<file path="src/rtl/uart_pkg.sv">
// Shared UART types: parity mode, receiver FSM states and the parity check helper.
package uart_pkg;

  typedef enum logic [1:0] {
    PAR_NONE = 2'd0,
    PAR_EVEN = 2'd1,
    PAR_ODD  = 2'd2
  } parity_t;

  typedef enum logic [2:0] {
    IDLE,
    START,
    DATA,
    PARITY,
    STOP,
    BRKWAIT
  } rx_state_t;

  function automatic logic parity_err(input logic data_xor, input logic par_bit,
                                      input parity_t mode);
    return (data_xor ^ par_bit) != (mode == PAR_ODD);
  endfunction

endpackage

</file>
<file path="src/rtl/sync_2ff.sv">
// Two-flop bit synchroniser with a selectable reset value (idle-high lines reset to 1).
module sync_2ff #(
  parameter logic RST_VAL = 1'b0
) (
  input  logic in_clk,
  input  logic in_rst,
  input  logic in_d,
  output logic out_q
);

  logic r_meta;
  logic r_sync;

  always_ff @(posedge in_clk) begin
    if (in_rst) begin
      r_meta <= RST_VAL;
      r_sync <= RST_VAL;
    end else begin
      r_meta <= in_d;
      r_sync <= r_meta;
    end
  end

  assign out_q = r_sync;

endmodule

</file>
<file path="src/rtl/uart_rx_cfg.sv">
// Configurable UART receiver: mid-bit sampling, parity/framing/break detection and a
// one-word valid/ready holding register that reports overrun when a frame must be dropped.
module uart_rx_cfg
  import uart_pkg::*;
#(
  parameter int CLKS_PER_BIT = 242,
  parameter int DATA_BITS    = 8,
  parameter int PARITY       = 0,
  parameter int STOP_BITS    = 1
) (
  input  logic                 in_clk,
  input  logic                 in_rst,
  input  logic                 in_rx,
  input  logic                 in_rx_ready,
  output logic                 out_rx_valid,
  output logic [DATA_BITS-1:0] out_rx_data,
  output logic                 out_parity_err,
  output logic                 out_frame_err,
  output logic                 out_overrun,
  output logic                 out_break,
  output logic                 out_busy
);

  localparam int                CNT_W     = $clog2(CLKS_PER_BIT);
  localparam parity_t           PAR_CFG   = parity_t'(PARITY[1:0]);
  localparam logic              PAR_EN    = (PAR_CFG != PAR_NONE);
  localparam logic [CNT_W-1:0]  CNT_LAST  = CNT_W'(CLKS_PER_BIT - 1);
  localparam logic [CNT_W-1:0]  CNT_HALF  = CNT_W'(CLKS_PER_BIT / 2);
  localparam logic [3:0]        BIT_LAST  = 4'(DATA_BITS - 1);
  localparam logic              STOP_LAST = 1'(STOP_BITS - 1);

  logic                 w_rx_s;
  logic                 w_sample;
  logic                 w_last_stop;
  logic                 w_stop0;
  logic                 w_brk;
  logic                 w_deliver;
  logic                 w_frame_err;
  logic                 w_hs;

  rx_state_t            r_state;
  logic [CNT_W-1:0]     r_cnt;
  logic [3:0]           r_bit_cnt;
  logic                 r_stop_cnt;
  logic [DATA_BITS-1:0] r_shift;
  logic                 r_perr;
  logic                 r_par_bit;
  logic                 r_ferr;
  logic                 r_stop0;
  logic                 r_break;

  logic                 r_valid;
  logic [DATA_BITS-1:0] r_data;
  logic                 r_hold_perr;
  logic                 r_hold_ferr;
  logic                 r_overrun;

  sync_2ff #(.RST_VAL(1'b1)) u_rx_sync (
    .in_clk (in_clk),
    .in_rst (in_rst),
    .in_d   (in_rx),
    .out_q  (w_rx_s)
  );

  assign w_sample    = (r_cnt == CNT_LAST);
  assign w_last_stop = (r_state == STOP) && w_sample && (r_stop_cnt == STOP_LAST);
  // With one stop bit the first stop bit is the one being sampled right now.
  assign w_stop0     = (r_stop_cnt == 1'b0) ? w_rx_s : r_stop0;
  assign w_brk       = (r_shift == '0) && !(PAR_EN && r_par_bit) && !w_stop0;
  assign w_deliver   = w_last_stop && !w_brk;
  assign w_frame_err = r_ferr | !w_rx_s;
  assign w_hs        = r_valid && in_rx_ready;

  always_ff @(posedge in_clk) begin
    if (in_rst) begin
      r_state    <= IDLE;
      r_cnt      <= '0;
      r_bit_cnt  <= '0;
      r_stop_cnt <= 1'b0;
      r_shift    <= '0;
      r_perr     <= 1'b0;
      r_par_bit  <= 1'b0;
      r_ferr     <= 1'b0;
      r_stop0    <= 1'b0;
      r_break    <= 1'b0;
    end else begin
      r_break <= 1'b0;
      r_cnt   <= w_sample ? '0 : r_cnt + 1'b1;
      case (r_state)
        IDLE: begin
          if (!w_rx_s) begin
            r_state    <= START;
            r_cnt      <= CNT_HALF;
            r_bit_cnt  <= '0;
            r_stop_cnt <= 1'b0;
            r_perr     <= 1'b0;
            r_par_bit  <= 1'b0;
            r_ferr     <= 1'b0;
          end
        end
        START: begin
          if (w_sample) r_state <= w_rx_s ? IDLE : DATA;
        end
        DATA: begin
          if (w_sample) begin
            r_shift <= {w_rx_s, r_shift[DATA_BITS-1:1]};
            if (r_bit_cnt == BIT_LAST) r_state <= PAR_EN ? uart_pkg::PARITY : STOP;
            else                       r_bit_cnt <= r_bit_cnt + 4'd1;
          end
        end
        uart_pkg::PARITY: begin
          if (w_sample) begin
            r_perr    <= parity_err(^r_shift, w_rx_s, PAR_CFG);
            r_par_bit <= w_rx_s;
            r_state   <= STOP;
          end
        end
        STOP: begin
          if (w_sample) begin
            r_ferr  <= w_frame_err;
            r_stop0 <= w_stop0;
            if (w_last_stop) begin
              r_break <= w_brk;
              r_state <= w_brk ? BRKWAIT : IDLE;
            end else begin
              r_stop_cnt <= 1'b1;
            end
          end
        end
        BRKWAIT: begin
          if (w_rx_s) r_state <= IDLE;
        end
        default: r_state <= IDLE;
      endcase
    end
  end

  // A frame completing while a handshake drains the holder takes its place directly.
  always_ff @(posedge in_clk) begin
    if (in_rst) begin
      r_valid     <= 1'b0;
      r_data      <= '0;
      r_hold_perr <= 1'b0;
      r_hold_ferr <= 1'b0;
      r_overrun   <= 1'b0;
    end else begin
      if (w_deliver && (!r_valid || w_hs)) begin
        r_valid     <= 1'b1;
        r_data      <= r_shift;
        r_hold_perr <= PAR_EN & r_perr;
        r_hold_ferr <= w_frame_err;
      end else if (w_hs) begin
        r_valid     <= 1'b0;
        r_data      <= '0;
        r_hold_perr <= 1'b0;
        r_hold_ferr <= 1'b0;
      end
      if (w_deliver && r_valid && !in_rx_ready) r_overrun <= 1'b1;
      else if (w_hs)                            r_overrun <= 1'b0;
    end
  end

  assign out_rx_valid   = r_valid;
  assign out_rx_data    = r_data;
  assign out_parity_err = r_hold_perr;
  assign out_frame_err  = r_hold_ferr;
  assign out_overrun    = r_overrun;
  assign out_break      = r_break;
  assign out_busy       = (r_state != IDLE);

endmodule

</file>
<file path="config.mk">
export PLATFORM = sky130hd
export DESIGN_NAME = uart_rx_cfg
export DESIGN_NICKNAME = d
export VERILOG_FILES = /design/src/rtl/uart_pkg.sv /design/src/rtl/sync_2ff.sv /design/src/rtl/uart_rx_cfg.sv
export SDC_FILE = /design/constraint.sdc
export NUM_CORES = 1
export LEC_CHECK = 0
export ABC_CLOCK_PERIOD_IN_PS = 3000
export BUFFER_PORTS_ARGS = -buffer_cell sky130_fd_sc_hd__buf_4
export CAP_MARGIN = 40
export CORE_MARGIN = 1
export CORE_UTILIZATION = 40
export DETAILED_ROUTE_END_ITERATION = 10
export PLACE_DENSITY = 0.68
export SLEW_MARGIN = 15
export SYNTH_ARGS = -nofsm -noshare
export SYNTH_HDL_FRONTEND = slang
export SYNTH_SLANG_ARGS = --single-unit
</file>
<file path="constraint.sdc">
create_clock -name in_clk -period 3 [get_ports in_clk]
set_clock_uncertainty 0.2 [all_clocks]
set_input_delay 0.15 -clock in_clk [delete_from_list [all_inputs] [get_ports in_clk]]
set_output_delay 0.15 -clock in_clk [all_outputs]
set_load 0.05 [all_outputs]
</file>
### Word level (Yosys, flattened, before mapping)

Index checks and enable logic that the tools add are counted.

| storage, ports and cells | value |
|---|---|
| input port bits | 4 |
| register bits after elaboration | 40 |
| logic and storage cells | 97 |
| output and inout port bits | 14 |

| cells by class | value |
|---|---|
| reductions and logical operators | 28 |
| multiplexer cells | 31 |
| add/subtract/negate cells | 2 |
| bitwise operators | 5 |
| equality and inequality tests | 17 |

Operators with widths:

| kind | number |
|---|---|
| $mux 8 | 5 |
| $mux 3 | 9 |
| $ne 2x2->1 const B | 9 |
| $pmux 3 s6 | 1 |
| $mux 4 | 3 |
| $mux 1 | 9 |
| $add 8x1->8 const B | 1 |
| $eq 8x8->1 const B | 1 |
| $logic_and 1x1->1 | 8 |
| $logic_not 8->1 | 1 |
| $pmux 4 s2 | 1 |
| $reduce_and 4->1 | 2 |
| $reduce_and 8->1 | 1 |
| $reduce_bool 2->1 | 4 |
| $eq 3x2->1 const B | 2 |
| $eq 3x3->1 const B | 2 |
| $logic_not 1->1 | 5 |
| $add 4x1->4 const B | 1 |
| $eq 4x3->1 const B | 1 |
| $not 1->1 | 4 |
| $pmux 1 s2 | 2 |
| $reduce_and 2->1 | 2 |
| $reduce_or 4->1 | 1 |
| $eq 3x1->1 const B | 1 |
| other kinds (7) | 7 |

### Longest topological paths before layout

| depth | value |
|---|---|
| depth after elaboration | 8 |
| mapped depth | 7 |
| gate-level depth less buffers | 6 |

### Cells and area by module

Synthesis repeated with hierarchy kept, for this count alone.

| unflattened totals | value |
|---|---|
| cell total of the unflattened synthesis | 179 |
| area, all modules | 1754.2 µm² |

Modules (own cells, without submodules):

| module | times used | cells each | area an instance (µm²) | seq. area each (µm²) |
|---|---|---|---|---|
| uart_rx_cfg | 1 | 175 | 1701.6 | 760.7 |
| sync_2ff | 1 | 4 | 52.6 | 40.0 |

### Worst setup path before layout

Ideal clock, no wire load.

| timing | value |
|---|---|
| path kind | reg2reg |
| start point | reg r_cnt[0] |
| end point | reg r_state[0] |
| required time | 2679 ps |
| arrival | 1774 ps |
| stages on the path, launching flop included | 6 |
| setup time | 121 ps |
| setup slack | 906 ps |
| path buffers | 0 |
| period minus slack after synthesis | 2094 ps |
| cell sequence | dfxtp_1 > ha_1 > nand4bb_1 > o311ai_0 > o311a_1 > mux2_2 |

| on the way | value |
|---|---|
| cells in the longest elaborated chain, start to end | 5 |
| elaborated cells on any way between the ends | 9 |
| classes of those cells | eq/ne: 6; reduce/logical: 3 |

RTL lines:

| what | RTL line | RTL |
|---|---|---|
| from (decl) | uart_rx_cfg.sv:42 | `logic [CNT_W-1:0] r_cnt;` |
| from (signal assigned) | uart_rx_cfg.sv:88 | `r_cnt <= w_sample ? '0 : r_cnt + 1'b1;` |
| $eq 8x8->1 * | uart_rx_cfg.sv:65 | `assign w_sample = (r_cnt == CNT_LAST);` |
| $logic_and 1x1->1 (2 in a row) | uart_rx_cfg.sv:66 | `assign w_last_stop = (r_state == STOP) && w_sample && (r_stop_cnt == STOP_LAST);` |
| $ne 2x2->1 (no source line) | - |  |
| $reduce_and 8->1 (no source line) * | - |  |
| to (signal assigned) | uart_rx_cfg.sv:102 | `if (w_sample) r_state <= w_rx_s ? IDLE : DATA;` |
| to (signal assigned) | uart_rx_cfg.sv:107 | `if (r_bit_cnt == BIT_LAST) r_state <= PAR_EN ? uart_pkg::PARITY : STOP;` |
| to (signal assigned) | uart_rx_cfg.sv:124 | `r_state <= w_brk ? BRKWAIT : IDLE;` |
| to (decl) | uart_rx_cfg.sv:41 | `rx_state_t r_state;` |

Every way passes the cells marked *; elsewhere a longest branch is shown, timed or not.
A chain may end at the register's enable or synchronous reset.

### Worst setup path in the final report

Ends and elaborated chain as after synthesis.

==> metrics <==
reg-to-reg slack, setup between 0.7 and 0.8 ns; syn avg cell area 9.761 um^2; cells after synthesis ~180; hpwl dp between 2000 and 2500 um; Final Core Density 49.62%; Sequential Area 800.8 um^2; syn_nets 188; die width about 70 um; total power between 1 and 1.5 mW; number of global-route vias before repair 1287; via-per-instance ratio roughly 5.5; via count roughly 1400; Starting Density a little over two fifths; drt first-iter violations 58; Hold Crit Class primary input to flip-flop; Mapped Area between 1500 and 2000 um^2; final slew viol count 0; Clock transition at path regs around 0.080 ns; RePlAce Congestion slightly above 0.8; I/O Pins 18; first-pass GRT wire length 5706 um; Distinct cells, synth approximately 50; Hold Crit Start in_rst; initial antenna violation count 0; RSZ-0062 raised after global routing no; Yosys reg bits 40; area of the multi-input gates 900.9 um^2; period utilization around three quarters; H-tree levels 2; clk sink count 40; Row Count 23; Final min period between 2 and 2.5 ns; Synth-to-Final Area Change 15.58%; type of origin of the critical path flip-flop; setup violators final 0; CTS tree built; GR Overflow Total 0; clock buffer depth 2; ant diodes 0; Max VDD drop 213.4 uV; Worst Path Arrival roughly 2.3 ns; setup ws final between 0.7 and 0.8 ns; share of cells above drive strength 1 between 10% and 20%; drt drc 0; Tot GR Track Use roughly 17%; chip height 68.46 um; worst r2r path cells 5; Synth warnings 0; Crit path required time ~3 ns; TritonRoute pass-1 iters 4; Die ar. about 4700 um^2; ys async rst share 0%; Pleak about 0.82 nW; Least-Margin Pin Slew approximately 0.65 ns; EDFF count, synth 0; Final ANT Viol Nets 0; Setup CP Type flip-flop to flip-flop; Worst setup EP type flip-flop; RR Startpoint r_cnt[0]; root buf cell clkbuf_8; hold path depth 2; Hold Violations, Final 0; Port-buffer cells 16; fillcell total just under 400; CP Max Fanout 6; Seq/Total Area, Yosys a little under half; Worst R2R End r_state[0]; Final nets 205; Inserted Clock Buffers 5; Setup TNS 0 ns; WL final around 3300 um; status complete, no violations; clk_lat worst skew 0.29 ns; Slew headroom between 50% and 60%; CORE AREA a little over 4000 um^2; Max-Cap Viols 0; CTS resizes 0; f_max 435.9 MHz; WHS Endpoint r_shift[1]; power per standard cell area between 500 and 600 nW/um^2; WHS 0.007565 ns; prevailing post-synth register cell dfxtp_1; pre-CTS WS roughly 0.76 ns; largest net degree at the start of global routing 29; drt wl/cell 13.36 um
[cells by family after synthesis]
| logic type | share of synthesized area [%] |
|---|---|
| and+or+nand+nor | 23.73 |
| AOI/OAI and AO/OA | 17.07 |
| DFF | 45.33 |
| buffers and inverters | 3.682 |
| muxes | 6.870 |
| adders and majority gates | 2.125 |
| xor gates and xnor gates | 0.9917 |
| other | 0.2123 |
[power by group]
group	internal (mW)	switching (mW)
Clock	0.251	0.198
Sequential	0.547	0.0307
Combinational	0.0554	0.0737
[registers in the layout, summed over array words and instances, names as in the netlist, 3 cells and up]
| register | count |
|---|---|
| r_state | 3 |
| r_cnt | 8 |
| out_rx_data | 8 |
| r_bit_cnt | 4 |
| r_shift | 8 |
[repair_timing]
action,in CTS,in global routing
endpoints found under the hold margin,3,0
setup buffers,0,0
hold buffers,2,0
[layout make-up]
| class | count | area share (%) |
|---|---|---|
| clock buffer | 5 | 3.370 |
| clock inverter | 3 | 2.267 |
| inverter | 4 | 0.7353 |
| multi-input combinational | 128 | 44.12 |
| sequential | 40 | 39.22 |
| tap | 50 | 3.064 |
| timing repair buffer | 19 | 7.230 |
[cells in the mapped netlist, drive strengths merged (2+ instances only)]
library cell / instances / area, um^2
or4: 3 / 22.52
or3: 2 / 12.51
nand3: 5 / 25.02
and4: 2 / 17.52
a31oi: 4 / 31.28
a22o: 9 / 78.83
buf: 4 / 31.27
xnor2: 2 / 17.52
o31ai: 2 / 15.01
dfxtp: 40 / 800.8
mux2i: 11 / 110.1
nand2b: 4 / 25.02
o21ai: 4 / 20.02
nor2: 20 / 75.07
nor4: 3 / 33.78
clkbuf: 5 / 18.77
or2: 3 / 18.77
a21boi: 2 / 15.01
inv: 4 / 15.01
nand4: 2 / 12.51
a21oi: 11 / 55.05
nor3: 5 / 36.29
nand2: 6 / 22.52
a21o: 2 / 15.01
ha: 3 / 37.54
nor3b: 4 / 35.03
[per-layer routing]
metal	track usage, %	vias up	share of wire [%]
li1	-	703	-
met1	21.94	643	50
met2	24.88	26	44
met3	3.500	6	3.4
met4	8.594	0	1.7
met5	0	-	0
[per-stage QoR]
step | area [um^2] | cells
3_5_place_dp | 1907 | 239
6_report | 2042 | 249
5_1_grt | 2042 | 249
2_1_floorplan | 1767 | 181
4_1_cts | 2042 | 249
3_3_place_gp | 1907 | 239
[worst max path at each step]
stage | startpoint | endpoint | cells after the start
6_report | r_cnt[0] | r_state[0] | 5
5_1_grt | r_cnt[0] | r_state[0] | 5
4_1_cts | r_cnt[0] | r_state[0] | 5
3_5_place_dp | r_cnt[0] | r_state[0] | 5
3_3_place_gp | r_cnt[0] | r_state[0] | 5
2_1_floorplan | r_cnt[0] | r_state[0] | 5
[worst max-delay path, cell delays in order (launching register included)]
cell and delay, ns:
dfxtp_1 0.42, ha_1 0.20, nand4bb_1 0.22, o311ai_0 0.50, o311a_1 0.31, mux2_2 0.34
[layout by cell type (no fill, tap or decap), types with 5 or more instances in the layout]
cell / count
nand3_1: 5
mux2i_1: 11
nand2_1: 6
a22o_1: 9
a21oi_1: 11
buf_4: 17
clkbuf_8: 5
nor2_1: 20
dfxtp_1: 40
No activity file was read; power rests on OpenSTA's default activity.
